`config.mk`:
```
export PLATFORM = sky130hd
export DESIGN_NAME = audio_pwm_out_flat
export DESIGN_NICKNAME = d
export VERILOG_FILES = /design/src/rtl/audio_pwm_out_if.sv /design/src/rtl/audio_pwm_out.sv /design/src/flat_wrapper.sv
export SDC_FILE = /design/constraint.sdc
export NUM_CORES = 1
export LEC_CHECK = 0
export CAP_MARGIN = 20
export CORE_ASPECT_RATIO = 0.75
export CORE_MARGIN = 2
export CORE_UTILIZATION = 25
export DETAILED_ROUTE_END_ITERATION = 10
export GPL_ROUTABILITY_DRIVEN = 0
export MAX_ROUTING_LAYER = met4
export SETUP_SLACK_MARGIN = 0.05
export SLEW_MARGIN = 20
export SYNTH_ARGS = -nofsm -noshare
export SYNTH_HDL_FRONTEND = slang
export SYNTH_SLANG_ARGS = --single-unit
```
`constraint.sdc`:
```
create_clock -name clk50Mghz -period 6.6 [get_ports clk50Mghz]
set_input_delay 1.65 -clock clk50Mghz [delete_from_list [all_inputs] [get_ports clk50Mghz]]
set_output_delay 1.65 -clock clk50Mghz [all_outputs]
set_load 0.005 [all_outputs]
```
`src/rtl/audio_pwm_out_if.sv`:
```
// audio_pwm_out_if: sample/control inputs and PWM/status outputs of the audio output stage.
interface audio_pwm_out_if #(parameter int SAMPLE_W = 4);
    logic [SAMPLE_W-1:0] sample_in;
    logic                sample_stb;
    logic                enable;
    logic [SAMPLE_W-1:0] volume;
    logic                clr_status;
    logic                pwm_out;
    logic                frame_start;
    logic                playing;
    logic                overrun;
    logic [7:0]          underrun_cnt;
    modport master (output sample_in, sample_stb, enable, volume, clr_status,
                    input  pwm_out, frame_start, playing, overrun, underrun_cnt);
    modport slave  (input  sample_in, sample_stb, enable, volume, clr_status,
                    output pwm_out, frame_start, playing, overrun, underrun_cnt);
endinterface

```
`src/rtl/audio_pwm_out.sv`:
```
// audio_pwm_out: sample buffer, click-free gain ramp and PWM generator for the board audio pin.
module audio_pwm_out #(
    parameter int SAMPLE_W    = 4,
    parameter int PWM_BITS    = 8,
    parameter int RAMP_FRAMES = 16
) (
    input logic              clk50Mghz,
    input logic              reset_n,
    audio_pwm_out_if.slave   bus
);
    localparam int TW = RAMP_FRAMES > 1 ? $clog2(RAMP_FRAMES) : 1;
    typedef enum logic [1:0] {MUTED, RAMP_UP, PLAY, RAMP_DOWN} state_t;
    state_t                  state, state_nxt;
    logic [SAMPLE_W-1:0]     gain, gain_nxt, pending, active, active_nxt;
    logic [TW-1:0]           timer, timer_nxt;
    logic [PWM_BITS-1:0]     cnt, cnt_nxt, duty, duty_nxt;
    logic [2*SAMPLE_W-1:0]   prod;
    logic                    full, bnd, step, inc;
    assign bnd        = &cnt;
    assign cnt_nxt    = cnt + 1'b1;
    assign step       = timer == TW'(RAMP_FRAMES - 1);
    assign inc        = bnd & ~full & ~bus.sample_stb;
    // a strobe landing on an empty buffer at the boundary bypasses pending
    assign active_nxt = !bnd ? active : full ? pending : bus.sample_stb ? bus.sample_in : active;
    assign prod       = {{SAMPLE_W{1'b0}}, active_nxt} * {{SAMPLE_W{1'b0}}, gain_nxt};
    assign duty_nxt   = bnd ? PWM_BITS'(prod) : duty;
    always_ff @(posedge clk50Mghz) begin
        if (!reset_n) begin
            state <= MUTED;
            gain  <= '0;
            timer <= '0;
        end else begin
            state <= state_nxt;
            gain  <= gain_nxt;
            timer <= timer_nxt;
        end
    end
    always_comb begin
        state_nxt = state;
        gain_nxt  = gain;
        if (bnd) begin
            case (state)
                MUTED: state_nxt = bus.enable ? RAMP_UP : MUTED;
                RAMP_UP:
                    if (!bus.enable) state_nxt = RAMP_DOWN;
                    else if (gain >= bus.volume) state_nxt = PLAY;
                    else if (step) begin
                        gain_nxt  = gain + 1'b1;
                        state_nxt = gain_nxt == bus.volume ? PLAY : RAMP_UP;
                    end
                PLAY:
                    if (!bus.enable) state_nxt = RAMP_DOWN;
                    else if (gain != bus.volume && step) gain_nxt = gain < bus.volume ? gain + 1'b1 : gain - 1'b1;
                RAMP_DOWN:
                    if (bus.enable) state_nxt = RAMP_UP;
                    else if (gain == '0) state_nxt = MUTED;
                    else if (step) begin
                        gain_nxt  = gain - 1'b1;
                        state_nxt = gain_nxt == '0 ? MUTED : RAMP_DOWN;
                    end
                default: state_nxt = MUTED;
            endcase
        end
        timer_nxt = !bnd ? timer
                  : (state_nxt != state || step || state == MUTED || (state == PLAY && gain == bus.volume)) ? '0
                  : timer + 1'b1;
    end
    always_comb bus.playing = state == PLAY;
    always_ff @(posedge clk50Mghz) begin
        if (!reset_n) begin
            cnt              <= '0;
            duty             <= '0;
            pending          <= '0;
            active           <= '0;
            full             <= 1'b0;
            bus.pwm_out      <= 1'b0;
            bus.frame_start  <= 1'b0;
            bus.overrun      <= 1'b0;
            bus.underrun_cnt <= '0;
        end else begin
            cnt              <= cnt_nxt;
            duty             <= duty_nxt;
            active           <= active_nxt;
            pending          <= bus.sample_stb ? bus.sample_in : pending;
            full             <= bnd ? full & bus.sample_stb : full | bus.sample_stb;
            bus.pwm_out      <= cnt_nxt < duty_nxt;
            bus.frame_start  <= bnd;
            bus.overrun      <= (bus.sample_stb & full & ~bnd) | (bus.overrun & ~bus.clr_status);
            bus.underrun_cnt <= inc ? (bus.clr_status ? 8'd1 : bus.underrun_cnt + {7'd0, ~&bus.underrun_cnt})
                              : bus.clr_status ? 8'd0 : bus.underrun_cnt;
        end
    end
endmodule
```
`src/flat_wrapper.sv`:
```
// flat-port wrapper written by rule: the top's interface ports become plain ports
module audio_pwm_out_flat 
#(
    parameter int SAMPLE_W    = 4,
    parameter int PWM_BITS    = 8,
    parameter int RAMP_FRAMES = 16
)
  (clk50Mghz, reset_n, bus_sample_in, bus_sample_stb, bus_enable, bus_volume, bus_clr_status, bus_pwm_out, bus_frame_start, bus_playing, bus_overrun, bus_underrun_cnt);
  audio_pwm_out_if #(.SAMPLE_W(SAMPLE_W)) bus_i ();
  input logic clk50Mghz;
  input logic reset_n;
  input wire logic [$bits(bus_i.sample_in)-1:0] bus_sample_in;
  input wire logic [$bits(bus_i.sample_stb)-1:0] bus_sample_stb;
  input wire logic [$bits(bus_i.enable)-1:0] bus_enable;
  input wire logic [$bits(bus_i.volume)-1:0] bus_volume;
  input wire logic [$bits(bus_i.clr_status)-1:0] bus_clr_status;
  output wire logic [$bits(bus_i.pwm_out)-1:0] bus_pwm_out;
  output wire logic [$bits(bus_i.frame_start)-1:0] bus_frame_start;
  output wire logic [$bits(bus_i.playing)-1:0] bus_playing;
  output wire logic [$bits(bus_i.overrun)-1:0] bus_overrun;
  output wire logic [$bits(bus_i.underrun_cnt)-1:0] bus_underrun_cnt;
  assign bus_i.sample_in = bus_sample_in;
  assign bus_i.sample_stb = bus_sample_stb;
  assign bus_i.enable = bus_enable;
  assign bus_i.volume = bus_volume;
  assign bus_i.clr_status = bus_clr_status;
  assign bus_pwm_out = bus_i.pwm_out;
  assign bus_frame_start = bus_i.frame_start;
  assign bus_playing = bus_i.playing;
  assign bus_overrun = bus_i.overrun;
  assign bus_underrun_cnt = bus_i.underrun_cnt;
  audio_pwm_out #(.SAMPLE_W(SAMPLE_W), .PWM_BITS(PWM_BITS), .RAMP_FRAMES(RAMP_FRAMES)) u_core (.clk50Mghz(clk50Mghz), .reset_n(reset_n), .bus(bus_i));
endmodule
```
==> metrics.txt, run 1 <==
status=complete, no violations; Worst-Margin Slew=0.612 ns; PD cells=approximately 150 nW/µm²; Core Area=12300 µm²; max_slew headroom=59.2%; Vias/cell=between 4 and 5; utilization after layout=between 30% and 40%; die height=slightly above 100 µm; syn_area_per_cell=roughly 8.3 µm²; final hold violations=0; CTS max path bufs=2; crit start category=input port; P&R area growth vs syn=32.2%; Placed Instance Area=3820 µm²; Final Non-Filler Cells=609; skew final=0.00757 ns; GR Overflow Total=0; Peak VDD IR=0.0000985 V; CTS tree=yes; routed len/inst=~13 µm; final setup violation count=0; Final ANT Viol Nets=0; CP Max Fanout=4; Gate Count Post-Synth=around 380; full die area=13600 µm²; Post-synth EDFFs=0; Synth cell types=62; drt initial violations=155; Worst Reg-to-Reg Cells=25; Clock transition at path regs=0.06 ns; layout cells sized above 1=21.2%; Net Count, Synth=429; DP Wirelength=6090 µm; Hold WC Path Type=reg2reg; DRC viols=0; pre-CTS WS=-0.746 ns; Psw=0.132 mW; RSZ-0062 raised after global routing=yes; number of port buffers=24; Clk pwr share=between 40 and 50%; Ports=25; Cell Area, Synth=3180 µm²; Critical Path RT=6.80 ns; Root Driver=clkbuf_16; Peak Freq=roughly 160 MHz; Max Cap Viol=0; WP data arrival=6.59 ns; chip width=134 µm; placed cells=589; Final Cycle Share=between 90 and 100%; sequential cell area fraction in the yosys report=29.0%; initial antenna violation count=0; Sw Share=21.1%; first-pass GRT wire length=13400 µm; critical setup path kind=in2reg; Ant. Diodes=0; vias in the first global route=2855; Hold-fix buffers, CTS=0; fin. max-slew vios=0; Worst path max stage delay=0.54 ns; H-tree levels=2; post-route minimum period=approximately 6.4 ns; Initial DRT Pass Iterations=4; Hold Crit Depth=2; clk_lat worst skew=about 0.29 ns; Pint=0.495 mW; DRT Wirelength=7960 µm; clock buffer count from CTS=5; Total Power=0.628 mW; Main synth FF type=dfxtp_1; most used cell, CP=nor2_1; Leakage=1.67 nW; Crit-path slowest cell=fa_1; Nets=490; number of synthesized register bits=46; initial core utilization=25.8%; largest net degree at the start of global routing=32; Setup crit end kind=flop; Comb power frac=8.2%; Vias=2905; clk sinks=46; Synthesis Warnings=0; Flop pwr share=45.7%; ys async rst share=0%; Final WS setup=0.215 ns; FP Rows=35; Design Area, Final=roughly 4200 µm²; GRT Total Usage=12.6%
## layer usage
metal,share of wire [%],global-route usage (%)
met1,48,16.0
met2,47,20.4
met3,3.9,2.95
met4,1.0,2.75
met5,0,-
## flip-flops by register name (all words and copies together) (netlist names)
register and flops:
u_core.bus.underrun_cnt 8, u_core.cnt 8, u_core.duty 8, u_core.active 4, u_core.gain 4, u_core.pending 4, u_core.timer 4, u_core.state 2
u_core.bus.frame_start 1, u_core.bus.overrun 1, u_core.bus.pwm_out 1, u_core.full 1
## synthesized netlist by cell type (2+ instances only)
library cell,n,share of area (%)
fa_1,4,2.5
a21o_1,4,0.94
nand4_1,7,1.4
nor3_4,2,1.0
or3_1,5,0.98
o21bai_1,4,0.94
a311oi_1,2,0.55
a31oi_1,2,0.39
nand2_1,31,3.7
a211o_1,2,0.55
xnor2_1,11,3.0
a211oi_1,4,0.94
o21ai_0,10,1.6
buf_4,3,0.71
ha_1,30,12
or2_1,3,0.59
dfxtp_1,46,29
and3_1,5,0.98
nand3_1,14,2.2
inv_1,17,2.0
mux2i_1,7,2.2
xor2_1,12,3.3
buf_2,4,0.63
nor4_1,3,0.59
and2_1,9,1.8
nor2b_1,3,0.59
a221oi_1,3,0.83
o211ai_1,5,1.2
nor3_1,4,0.63
nor2_1,53,6.3
o41ai_1,2,0.55
a22oi_1,2,0.47
nand2b_1,7,1.4
clkbuf_1,7,0.83
a21oi_1,27,4.2
nand3_2,2,0.63
## worst paths after layout
path / slack (ns) / startpoint / end
setup / recovery: 0.22 / bus_volume[1] / u_core.bus.pwm_out
hold / removal: 0.47 / u_core.duty[0] / u_core.duty[0]
setup reg to reg: 0.92 / u_core.gain[0] / u_core.bus.pwm_out
hold reg to reg: 0.47 / u_core.duty[0] / u_core.duty[0]
## power groups by stage
| stage | clock network [mW] | logic (mW) | registers [mW] |
|---|---|---|---|
| 6_report | 0.289 | 0.0516 | 0.287 |
| 5_1_grt | 0.311 | 0.0578 | 0.287 |
| 4_1_cts | 0.297 | 0.0494 | 0.287 |
| 3_5_place_dp | 0 | 0.0475 | 0.293 |
| 3_3_place_gp | 0 | 0.0460 | 0.293 |
| 2_1_floorplan | 0 | 0.0259 | 0.291 |
## worst max-delay path, delay by kind of cell
kind,cells,cell delay (ns)
adders and majority gates,5,1.84
xor gates and xnor gates,1,0.15
and+or+nand+nor,5,0.62
buffers and inverters,5,0.46
AOI/OAI and AO/OA,11,1.86
## final cells by class
type	count	area, µm²
flip-flops and latches	46	921
well taps	166	208
fillers	1291	8150
multi-input cells	303	2250
clock buffers	6	139
clock inverters	1	30.0
repair buffers	70	588
inverters	17	68.8
## cells in the final DEF (no fill, tap or decap), types with 7 or more instances in the layout
| master | instances |
|---|---|
| nand3_1 | 13 |
| a21oi_1 | 23 |
| nand2b_1 | 7 |
| nor2_1 | 53 |
| and2_1 | 9 |
| clkdlybuf4s50_1 | 19 |
| inv_1 | 12 |
| buf_4 | 45 |
| xor2_1 | 12 |
| ha_1 | 26 |
| o21ai_0 | 7 |
| nand4_1 | 7 |
| nand2_1 | 30 |
| xnor2_1 | 11 |
| dfxtp_1 | 46 |
| mux2i_1 | 7 |
## cell families (layout without fill, tap and decap cells)
family          count (synthesis)  after routing  synth area share (%)
xor+xnor                       24             24                  7.08
mux                             9              9                  3.03
fa+ha+maj                      34             34                  14.3
flops                          46             46                  29.0
compound gates                 79             79                  16.7
simple gates                  157            157                  25.3
buf+inv                        33             94                  4.64
## metrics by stage
stage	hold slack (ns)	setup TNS (ns)
detailed placement	0.460	-0.746
floorplan	0.442	0
finish	0.465	0
global route	0.486	-0.0725
CTS	0.469	0
global placement	0.458	-0.501
## timing repair
action / in CTS / in global routing
buffers inserted: 7 / 6
gates cloned: 0 / 0
pin swaps: 25 / 24
endpoints found under the setup margin: 1 / 1
gates resized for setup: 24 / 22
Note: power is estimated with default switching activity, not from simulation.
==> run 2, diff against run 1 <==
--- a/config.mk
+++ b/config.mk
@@ -11,7 +11,9 @@
 export CORE_UTILIZATION = 25
 export DETAILED_ROUTE_END_ITERATION = 10
 export GPL_ROUTABILITY_DRIVEN = 0
+export HOLD_SLACK_MARGIN = 0.06
 export MAX_ROUTING_LAYER = met4
+export REMOVE_ABC_BUFFERS = 1
 export SETUP_SLACK_MARGIN = 0.05
 export SLEW_MARGIN = 20
 export SYNTH_ARGS = -nofsm -noshare
==> run 2 against run 1 <==
Setup slack gained 0.040 ns. Fmax rose by 0.63%. Utilization fell by 0.75 points. First-iteration DRC count up 46%.
==> metrics.txt, run 2 (synthesis results as in run 1) <==
H-tree levels=2 (unchanged); Critical Path RT=6.82 ns (was 6.80 ns); crit start category=input port (unchanged); clock buffer count from CTS=5 (unchanged); hold endpoint=u_core.cnt[0] (was u_core.duty[0]); Regs by FF count=u_core.bus.underrun_cnt x8, u_core.cnt x8, u_core.duty x8 (unchanged); r2r endpoint=u_core.bus.pwm_out (unchanged); Setup crit end kind=flop (unchanged); DP Wirelength=5880 µm (was 6090 µm); status=complete, no violations (unchanged); FP Rows=35 (unchanged); WP data arrival=6.56 ns (was 6.59 ns); Peak Freq=158 MHz (was 157 MHz); Peak VDD IR=0.0000894 V (was 0.0000985 V); DRC viols=0 (unchanged); most frequent cells in the layout=53 x nor2_1, 46 x dfxtp_1, 36 x buf_4 (was 53 x nor2_1, 46 x dfxtp_1, 45 x buf_4); Final WS setup=0.255 ns (was 0.215 ns); Hold Crit Depth=1 (was 2); clk sinks=46 (unchanged); Vias/cell=4.76 (was 4.77); CTS max path bufs=2 (unchanged); Hold WC Path Type=reg2reg (unchanged); DRT Wirelength=7900 µm (was 7960 µm); CTS tree=yes (unchanged); clk_lat worst skew=0.29 ns (about the same); final hold slack=0.481 ns (was 0.465 ns); Final Non-Filler Cells=601 (was 609); initial antenna violation count=0 (unchanged); first-pass GRT wire length=13200 µm (was 13400 µm); Worst Reg-to-Reg Cells=24 (was 25); die height=102 µm (unchanged); layout cells sized above 1=20.0% (was 21.2%); Worst-Margin Slew=1.03 ns (was 0.612 ns); reg-to-reg slack, setup=0.95 ns (was 0.92 ns); final hold violations=0 (unchanged); CP Max Fanout=3 (was 4); Hold-fix buffers, CTS=0 (unchanged); placed cells=586 (was 589); Hold Path Origin=u_core.cnt[0] (was u_core.duty[0]); Initial DRT Pass Iterations=4 (unchanged); PD cells=144 nW/µm² (was 149 nW/µm²); skew final=0.00807 ns (was 0.00757 ns); vias in the first global route=2718 (was 2855); critical setup path kind=in2reg (unchanged); initial core utilization=25.8% (unchanged); final setup violation count=0 (unchanged); Vias=2862 (was 2905); Ant. Diodes=0 (unchanged); Ports=25 (unchanged); GRT Total Usage=12.2% (was 12.6%); Leakage=1.61 nW (was 1.67 nW); pre-CTS WS=-0.822 ns (was -0.746 ns); routed len/inst=13.2 µm (was 13.1 µm); Final Cycle Share=96.1% (was 96.7%); chip width=134 µm (unchanged); Clock transition at path regs=0.07 ns (was 0.06 ns); Root Driver=clkbuf_16 (unchanged); largest net degree at the start of global routing=32 (unchanged); P&R area growth vs syn=29.3% (was 32.2%); most common cell after layout, fill and taps aside=nor2_1 (unchanged); worst r2r src=u_core.gain[0] (unchanged); full die area=13600 µm² (unchanged); post-route minimum period=6.35 ns (was 6.38 ns); Core Area=12300 µm² (unchanged); number of port buffers=24 (unchanged); GR Overflow Total=0 (unchanged); drt initial violations=227 (was 155); max_slew headroom=31.1% (was 59.2%); fin. max-slew vios=0 (unchanged); Max Cap Viol=0 (unchanged); Nets=481 (was 490); RSZ-0062 raised after global routing=yes (unchanged); Final ANT Viol Nets=0 (unchanged)
[run 2: cell count changes in the layout (fill, tap and decap cells not counted), sizes merged]
| cell | delta |
|---|---|
| buf | -10 |
| bufinv | -1 |
| clkinvlp | +2 |
| inv | +1 |
[run 2: worst max-delay path by stage]
stage	endpoint	slack, ns	cells after the start	startpoint
final	u_core.bus.pwm_out	0.25	25	bus_volume[1]
after global routing	u_core.bus.pwm_out	-0.07	25	bus_volume[1]
after CTS	u_core.bus.pwm_out	0.06	24	bus_volume[2]
after detailed placement	u_core.bus.pwm_out	-0.82	25	bus_volume[2]
after global placement	u_core.bus.pwm_out	-0.64	25	bus_volume[2]
after floorplan	u_core.bus.pwm_out	-0.02	23	bus_volume[2]
[run 2: layout make-up]
| type | count | area, µm² |
|---|---|---|
| fillers | 1288 | 8240 |
| clock inverters | 3 | 23.8 |
| inverters | 17 | 66.3 |
| multi-input cells | 303 | 2250 |
| well taps | 166 | 208 |
| flip-flops and latches | 46 | 921 |
| repair buffers | 61 | 514 |
| clock buffers | 5 | 125 |
[run 2: critical path, cell delays in order]
cell      delay [ns]
buf_8           0.10
inv_4           0.05
ha_4            0.20
and4_4          0.19
or3_4           0.36
nor3_4          0.22
nand2_2         0.10
o41ai_4         0.27
a221oi_4        0.06
or2_1           0.26
fa_1            0.52
fa_1            0.56
inv_2           0.05
buf_4           0.13
ha_1            0.27
a21o_1          0.19
a21oi_2         0.13
o21bai_1        0.09
a21oi_1         0.16
xnor2_1         0.14
mux2i_1         0.12
ha_1            0.32
a211oi_2        0.18
o21ai_1         0.09
a31oi_1         0.15
[run 2: repair_timing]
item | in CTS | in global routing
pin swaps | 29 | 24
resized for setup | 23 | 27
buffers inserted | 4 | 3
setup endpoints to repair | 1 | 1
[run 2: layer usage]
| metal | vias up | global-route usage [%] | routed length (µm) |
|---|---|---|---|
| met5 | - | - | 0 |
| li1 | 1451 | - | - |
| met1 | 1339 | 17.2 | 4010 |
| met4 | 0 | 3.08 | 61 |
| met3 | 9 | 1.95 | 359 |
| met2 | 63 | 18.1 | 3480 |
[run 2: report_power, final]
group | internal [mW] | total [mW] | switching (mW) | leakage, nW
clock network | 0.142 | 0.255 | 0.113 | 0.0664
registers | 0.282 | 0.287 | 0.00480 | 0.372
logic | 0.0255 | 0.0501 | 0.0247 | 1.17
total | 0.449 | 0.591 | 0.142 | 1.61
[run 2: per-stage QoR]
stage / setup TNS (ns) / power [mW] / util (%) / cell area, µm²
floorplan: -0.0244 / 0.314 / - / 3100
global placement: -0.637 / 0.337 / 30.5 / 3770
detailed placement: -0.822 / 0.339 / 30.5 / 3770
CTS: 0 / 0.595 / 32.5 / 4020
global route: -0.0701 / 0.614 / 33.3 / 4110
finish: 0 / 0.591 / 33.3 / 4110
==> run 3, diff against run 2 <==
--- a/config.mk
+++ b/config.mk
@@ -8,11 +8,12 @@
 export CAP_MARGIN = 20
 export CORE_ASPECT_RATIO = 0.75
 export CORE_MARGIN = 2
-export CORE_UTILIZATION = 25
+export CORE_UTILIZATION = 53
 export DETAILED_ROUTE_END_ITERATION = 10
 export GPL_ROUTABILITY_DRIVEN = 0
 export HOLD_SLACK_MARGIN = 0.06
 export MAX_ROUTING_LAYER = met4
+export PLACE_DENSITY = 0.76
 export REMOVE_ABC_BUFFERS = 1
 export SETUP_SLACK_MARGIN = 0.05
 export SLEW_MARGIN = 20
==> run 3 against run 2 <==
Die area down 51%. Clock skew down 0.0046 ns. Critical path depth unchanged. Clock power down 31%. Via count up 4.1%. Fmax down 0.20%.
==> metrics.txt, run 3 (synthesis results as in run 1) <==
Ant. Diodes=0 (unchanged); fin. max-slew vios=0 (unchanged); P&R area growth vs syn=22.2% (was 29.3%); chip width=93.5 µm (was 134 µm); Initial DRT Pass Iterations=5 (was 4); Hold WC Path Type=reg2reg (unchanged); Clk pwr share=34.3% (was 43.0%); Crit-path slowest cell=fa_1 (unchanged); Max Cap Viol=0 (unchanged); drt initial violations=307 (was 227); Regs by FF count=u_core.bus.underrun_cnt x8, u_core.cnt x8, u_core.duty x8 (unchanged); most frequent cells in the layout=53 x nor2_1, 46 x dfxtp_1, 34 x buf_4 (was 53 x nor2_1, 46 x dfxtp_1, 36 x buf_4); Core Area=5800 µm² (was 12300 µm²); Flop pwr share=56.2% (was 48.5%); RSZ-0062 raised after global routing=yes (unchanged); CTS max path bufs=2 (unchanged); Critical Path RT=6.82 ns (about the same); post-route minimum period=6.36 ns (was 6.35 ns); Pint=0.381 mW (was 0.449 mW); full die area=6640 µm² (was 13600 µm²); layout cells sized above 1=18.5% (was 20.0%); Worst-Margin Slew=1.03 ns (about the same); final hold violations=0 (unchanged); routed len/inst=14.9 µm (was 13.2 µm); CP Max Fanout=3 (unchanged); skew final=0.00346 ns (was 0.00807 ns); die height=71.1 µm (was 102 µm); clock buffer count from CTS=5 (unchanged); CTS tree=yes (unchanged); placed cells=496 (was 586); Worst path max stage delay=0.53 ns (was 0.56 ns); vias in the first global route=2710 (was 2718); number of port buffers=24 (unchanged); Leakage=1.57 nW (was 1.61 nW); Setup crit end kind=flop (unchanged); DRT Wirelength=7590 µm (was 7900 µm); Sw Share=25.2% (was 24.1%); DRC viols=0 (unchanged); clk_lat worst skew=0.30 ns (was 0.29 ns); clk sinks=46 (unchanged); initial core utilization=54.9% (was 25.8%); Nets=478 (was 481); final setup violation count=0 (unchanged); PD cells=131 nW/µm² (was 144 nW/µm²); Placed Instance Area=3640 µm² (was 3770 µm²); FP Rows=24 (was 35); max_slew headroom=31.3% (was 31.1%); Hold-fix buffers, CTS=0 (unchanged); H-tree levels=2 (unchanged); largest net degree at the start of global routing=32 (unchanged); DP Wirelength=5440 µm (was 5880 µm); WP data arrival=6.58 ns (was 6.56 ns); Vias/cell=5.84 (was 4.76); initial antenna violation count=0 (unchanged); Psw=0.128 mW (was 0.142 mW); Root Driver=clkbuf_8 (was clkbuf_16); Final Cycle Share=96.3% (was 96.1%); Peak Freq=157 MHz (was 158 MHz); Final Non-Filler Cells=510 (was 601); status=complete, no violations (unchanged); Comb power frac=9.4% (was 8.5%); most common cell after layout, fill and taps aside=nor2_1 (unchanged); GRT Total Usage=24.1% (was 12.2%); Ports=25 (unchanged); first-pass GRT wire length=12600 µm (was 13200 µm); Vias=2980 (was 2862); Peak VDD IR=0.000103 V (was 0.0000894 V); Final ANT Viol Nets=0 (unchanged); critical setup path kind=in2reg (unchanged); crit start category=input port (unchanged); Clock transition at path regs=0.09 ns (was 0.07 ns); Design Area, Final=3890 µm² (was 4110 µm²); GR Overflow Total=0 (unchanged)
## run 3: final cells by class
type	instances	area [µm²]
Inverter	17	66.3
Sequential cell	46	921
Timing Repair Buffer	58	494
Clock buffer	5	68.8
Multi-Input combinational cell	303	2220
Clock inverter	3	21.3
Fill cell	460	1910
Tap cell	78	97.6
## run 3: final timing paths
path	startpoint	end	slack [ns]	depth (start not counted)
setup / recovery	bus_volume[2]	u_core.bus.pwm_out	0.24	25
hold / removal	u_core.pending[3]	u_core.pending[3]	0.48	2
setup reg to reg	u_core.gain[0]	u_core.bus.pwm_out	0.92	24
hold reg to reg	u_core.pending[3]	u_core.pending[3]	0.48	2
## run 3: worst max-delay path: cells and delay by family
kind | cells | cell delay, ns
adder cells (fa/ha/maj) | 5 | 1.76
AO/OA/AOI/OAI | 9 | 1.40
AND/OR/NAND/NOR | 5 | 1.17
buffers and inverters | 4 | 0.32
XOR/XNOR | 1 | 0.15
multiplexers | 1 | 0.12
## run 3: power groups by stage
| stage | Combinational (mW) | Sequential [mW] | Clock (mW) |
|---|---|---|---|
| after floorplan | 0.0219 | 0.292 | 0 |
| after global placement | 0.0433 | 0.292 | 0 |
| after detailed placement | 0.0448 | 0.293 | 0 |
| after CTS | 0.0449 | 0.286 | 0.177 |
| after global routing | 0.0533 | 0.287 | 0.189 |
| final | 0.0479 | 0.286 | 0.175 |
## run 3: per-stage QoR
step | utilization (%) | power (mW) | TNS [ns] | hold slack (ns) | setup slack (ns)
finish | 67.1 | 0.509 | 0 | 0.476 | 0.242
global route | 67.1 | 0.530 | -0.0166 | 0.504 | -0.0166
CTS | 65.8 | 0.508 | 0 | 0.475 | 0.0502
detailed placement | 62.9 | 0.337 | -0.755 | 0.460 | -0.717
global placement | 62.9 | 0.336 | -0.595 | 0.454 | -0.595
floorplan | - | 0.314 | -0.0244 | 0.442 | -0.0244
## run 3: metal layers
layer | part of all wire (%) | global-route usage [%] | vias to the layer above
li1 | - | - | 1455
met5 | 0 | - | -
met1 | 47 | 35.1 | 1373
met3 | 8.4 | 3.62 | 15
met4 | 1.2 | 6.70 | 0
met2 | 43 | 34.9 | 137
## run 3: what timing repair did
action / CTS / global route
pin swaps: 24 / 29
gates resized for setup: 14 / 27
setup endpoints to repair: 1 / 1
buffers inserted: 6 / 0
